### src/rtl/if_id_reg_pkg.sv
// Shared constants and types for the IF/ID pipeline register of the MIPS P7 core.
// Holds the reset/exception PCs, the bubble instruction word and the valid-state encoding.
package if_id_reg_pkg;

    localparam logic [31:0] DEF_RESET_PC = 32'h0000_3000;
    localparam logic [31:0] DEF_EXC_PC   = 32'h0000_4180;
    localparam logic [31:0] DEF_NOP_WORD = 32'h0000_0000;
    localparam logic [4:0]  EXC_NONE     = 5'd0;
    localparam logic [4:0]  EXC_ADEL     = 5'd4;

    // The valid bit is the state register itself.
    typedef enum logic {
        BUBBLE = 1'b0,
        VALID  = 1'b1
    } vstate_t;

endpackage

### src/rtl/if_id_reg.sv
// IF->ID pipeline register: 1-cycle capture with req > stall > flush > load priority.
// Optional macro IF_ID_STALL_CNT_EN adds a free-running stall counter output ID_StallCnt.
module if_id_reg
    import if_id_reg_pkg::*;
#(
    parameter logic [31:0] RESET_PC = DEF_RESET_PC,
    parameter logic [31:0] EXC_PC   = DEF_EXC_PC,
    parameter logic [31:0] NOP_WORD = DEF_NOP_WORD
) (
    input  logic        clk,
    input  logic        reset,
    input  logic        req,
    input  logic        stall,
    input  logic        flush,
    input  logic [31:0] IF_PC,
    input  logic [31:0] IF_Instr,
    input  logic        IF_BD,
    input  logic [4:0]  IF_ExcCode,
    output logic [31:0] ID_PC,
    output logic [31:0] ID_Instr,
    output logic        ID_BD,
    output logic [4:0]  ID_ExcCode,
    output logic        ID_Valid
`ifdef IF_ID_STALL_CNT_EN
    ,
    output logic [31:0] ID_StallCnt
`endif
);

    vstate_t     state_reg, state_next;
    logic [31:0] pc_reg, pc_next;
    logic [31:0] instr_reg, instr_next;
    logic        bd_reg, bd_next;
    logic [4:0]  exc_reg, exc_next;

    always_ff @(posedge clk or negedge reset) begin
        if (!reset) begin
            state_reg <= BUBBLE;
            pc_reg    <= RESET_PC;
            instr_reg <= NOP_WORD;
            bd_reg    <= 1'b0;
            exc_reg   <= EXC_NONE;
        end else begin
            state_reg <= state_next;
            pc_reg    <= pc_next;
            instr_reg <= instr_next;
            bd_reg    <= bd_next;
            exc_reg   <= exc_next;
        end
    end

    always_comb begin
        state_next = state_reg;
        pc_next    = pc_reg;
        instr_next = instr_reg;
        bd_next    = bd_reg;
        exc_next   = exc_reg;
        if (req) begin
            state_next = BUBBLE;
            pc_next    = EXC_PC;
            instr_next = NOP_WORD;
            bd_next    = 1'b0;
            exc_next   = EXC_NONE;
        end else if (stall) begin
            // Hold everything; a pending flush waits until the stall clears.
        end else if (flush) begin
            state_next = BUBBLE;
            pc_next    = IF_PC;
            instr_next = NOP_WORD;
            bd_next    = 1'b0;
            exc_next   = EXC_NONE;
        end else begin
            // A faulting fetch still reaches CP0 with its PC, BD and code, but never decodes.
            state_next = VALID;
            pc_next    = IF_PC;
            instr_next = (IF_ExcCode == EXC_NONE) ? IF_Instr : NOP_WORD;
            bd_next    = IF_BD;
            exc_next   = IF_ExcCode;
        end
    end

    assign ID_PC      = pc_reg;
    assign ID_Instr   = instr_reg;
    assign ID_BD      = bd_reg;
    assign ID_ExcCode = exc_reg;
    assign ID_Valid   = (state_reg == VALID);

`ifdef IF_ID_STALL_CNT_EN
    logic [31:0] stall_cnt_reg;

    always_ff @(posedge clk or negedge reset) begin
        if (!reset) begin
            stall_cnt_reg <= 32'd0;
        end else if (stall && !req) begin
            stall_cnt_reg <= stall_cnt_reg + 32'd1;
        end
    end

    assign ID_StallCnt = stall_cnt_reg;
`endif

endmodule

### config.mk
export PLATFORM = sky130hd
export DESIGN_NAME = if_id_reg
export DESIGN_NICKNAME = d
export VERILOG_FILES = /design/src/rtl/if_id_reg_pkg.sv /design/src/rtl/if_id_reg.sv
export SDC_FILE = /design/constraint.sdc
export NUM_CORES = 1
export LEC_CHECK = 0
export CAP_MARGIN = 20
export CORE_ASPECT_RATIO = 0.75
export CORE_MARGIN = 2
export CORE_UTILIZATION = 42
export DETAILED_ROUTE_END_ITERATION = 6
export PLACE_DENSITY = 0.78
export SETUP_SLACK_MARGIN = 0.1
export SYNTH_ARGS = -nofsm -noshare
export SYNTH_HDL_FRONTEND = slang
export SYNTH_SLANG_ARGS = --single-unit
### constraint.sdc
create_clock -name clk -period 1 [get_ports clk]
set_clock_uncertainty 0.15 [all_clocks]
set_input_delay 0.25 -clock clk [delete_from_list [all_inputs] [get_ports clk]]
set_output_delay 0.25 -clock clk [all_outputs]
set_load 0.01 [all_outputs]
==> results.toml <==
[timing]
tns_ps = -26630
worst_pin_slew_ps = 266
finalSetupViolations = 108
finalWorstSetupSlack_ps = -410
report.final.hold_viol_count = 3
rsz0062_at_grt = "yes"
slew_headroom_pct = 82.1
fmax_mhz = 709
holdWs_ps = -48.2
slew_violations = 0
fin_crit_sh_pct = 141
period_needed_ps = 1410

[critical_path]
critical-path-top-delay-family = "flip-flops"
critPathMaxFanout = 2
worst-path-buf-inv = 1
slowest_stage = "dfstp_2"
slowest_delay_ps = 550
critical_path.endpoint_type = "output port"
r2r-start = "ID_Instr[22]"
arrival_ps = 1010
crit_type = "flop to output port"
path_depth = 1
regToRegSetupSlack_ps = -160
crit_chain = "buf_6"
r2r_cells = 4
required_ps = 600
r2r_end = "ID_Instr[22]"
startpoint_type = "flop"

[min_path]
min_path_cells = 2
hp-class = "primary input to flop"
worstHoldStart = "IF_ExcCode[1]"
hold_end = "ID_ExcCode[1]"

[yosys]
syn_inst = 270
netlist_area_mm2 = 0.00332
synth_top_area_share_pct = 52.1
syn_area_per_cell_um2 = 12.3
synthTopCellsByArea = "dfrtp_1 (52%), o41ai_2 (15%), mux2i_1 (8.8%), nand3b_1 (7.2%), inv_1 (3.6%)"
syn_nets = 345
yosys.cell_types.count = 19
yosys_warnings = 0
yosysSeqAreaShare_pct = 53.6
yosysTopAreaCell = "dfrtp_1"
synth-seq-cells = 71

[final_layout]
final_util_pct = 78.7
multi_input_area_mm2 = 0.00152
num_antenna_cells = 0
seqCellArea_mm2 = 0.00178
nets = 557
syn_to_final_growth_pct = 84.4
stdcell_count = 592
drive_above_1_share_pct = 45.0
fillers = 478
finalInstanceArea_mm2 = 0.00612

[clock_network]
cts_hold_buf = 1
cts_made_buffers = 9
cts_tree = "yes"
clkLatencyLatePin_ps = 360
cts_buffer_depth = 2
cts-root-buf = "clkbuf_8"
clk_pin_slew_ps = 80
clkSinkCount = 71
htreeDepth = 3

[power]
finalPower_mw = 7.55
leakage_nw = 3.45
ir_drop_mv = 0.987
p_per_area_mw_per_mm2 = 1230

[placed_design]
dpl_cell_area_mm2 = 0.00504
place_congestion = 0.798
hpwlAfterDp_um = 6180
pre_cts_ws_ps = -978
dp_cells = 521
port_buffers = 145

[route]
drt_wl_total_um = 12100
drt-vias-per-instance = 5.24
drtIter0Drc = 119
drc = 0
detail-route-antenna-nets = 0
vias = 3105
drt-pass1-iter-count = 4
wire_per_inst_um = 20.4

[global_route]
grt_max_degree = 47
grt_util_all_layers_pct = 25.4
grt_pass1_wl_um = 16400
grt_pass1_vias = 3130
grt_antenna_before_repair = 0
overflow = 0

[die]
floorplan.initialDensity_pct = 42.6
dieArea_mm2 = 0.00863
die_x_um = 107
chipHeight_um = 81.0
ios = 146
std_cell_rows = 28
core_mm2 = 0.00778

[outcome]
violations = "negative hold slack, negative setup slack"
status = "complete, but fails checks"

[run]
drv_cap = 0
[routing by layer]
metal / wire (um) / part of all wire (%) / GRT usage [%] / vias to the layer above
li1: - / - / - / 1375
met3: 772 / 6.4 / 6.82 / 30
met1: 5020 / 42 / 32.3 / 1561
met2: 5960 / 49 / 42.8 / 139
met4: 337 / 2.8 / 8.31 / 0
met5: 0 / 0 / 0 / -
[cell usage after synthesis]
| master | count |
|---|---|
| dfrtp_1 | 69 |
| buf_6 | 3 |
| or2_2 | 1 |
| mux2i_1 | 29 |
| clkbuf_1 | 12 |
| buf_2 | 11 |
| o41ai_2 | 30 |
| inv_1 | 32 |
| nor2b_1 | 4 |
| nand3b_1 | 32 |
| o41ai_1 | 2 |
| a21o_1 | 1 |
| dfstp_2 | 2 |
| nor3_1 | 1 |
| buf_1 | 1 |
| or3_1 | 2 |
| a22o_1 | 6 |
| a211o_1 | 3 |
| nor2_1 | 29 |
[sequential cells by signal, indices dropped and copies added (netlist names)]
signal	flops
ID_BD	1
ID_PC	32
ID_ExcCode	5
ID_Instr	32
ID_Valid	1
[cell type report]
type / count / area share [%]
clock buffers: 11 / 2.31
clock inverters: 5 / 2.11
inverters: 32 / 1.96
multi-input cells: 140 / 24.8
flip-flops and latches: 71 / 29.1
well taps: 105 / 2.15
repair buffers: 228 / 37.6
[repair_timing]
item	in CTS	in global routing
endpoints found under the setup margin	142	130
setup buffers	33	19
endpoints found under the hold margin	74	3
pin swaps	42	24
cloned	10	4
resized for setup	352	50
[power by group]
| group | internal (mW) | leakage [nW] | switching (mW) |
|---|---|---|---|
| Clock | 1.98 | 0.134 | 1.16 |
| Combinational | 0.770 | 2.37 | 0.618 |
| Sequential | 2.96 | 0.952 | 0.0607 |
[layout by cell type (no fill, tap or decap), drive strengths merged, types with 2 or more instances in the layout]
cell type / synthesis / layout
a211o: 3 / 3
a22o: 6 / 6
buf: 15 / 157
bufinv: 0 / 4
clkbuf: 12 / 16
clkdlybuf4s50: 0 / 63
dfrtp: 69 / 69
dfstp: 2 / 2
dlygate4sd2: 0 / 2
inv: 32 / 32
mux2i: 29 / 29
nand3b: 32 / 32
nor2: 29 / 29
nor2b: 4 / 4
o41ai: 32 / 32
or3: 2 / 2
[how the worst max path moves through the flow]
stage               startpoint            to  slack (ps)
detailed placement       flush  ID_Instr[28]        -980
global route         ID_PC[13]     ID_PC[13]        -450
finish               ID_PC[13]     ID_PC[13]        -410
global placement         flush   ID_Instr[0]        -920
floorplan                  req  ID_Instr[10]        -390
CTS                  ID_PC[13]     ID_PC[13]        -410
[kinds of logic (layout without fill, tap and decap cells)]
| logic type | after synthesis | in the layout | synth area share [%] |
|---|---|---|---|
| AO/OA/AOI/OAI | 42 | 42 | 17.8 |
| flip-flops | 71 | 71 | 53.6 |
| multiplexers | 29 | 29 | 8.75 |
| AND/OR/NAND/NOR | 69 | 69 | 12.0 |
| buffers and inverters | 59 | 276 | 7.77 |
Note: power is estimated with default switching activity, not from simulation.
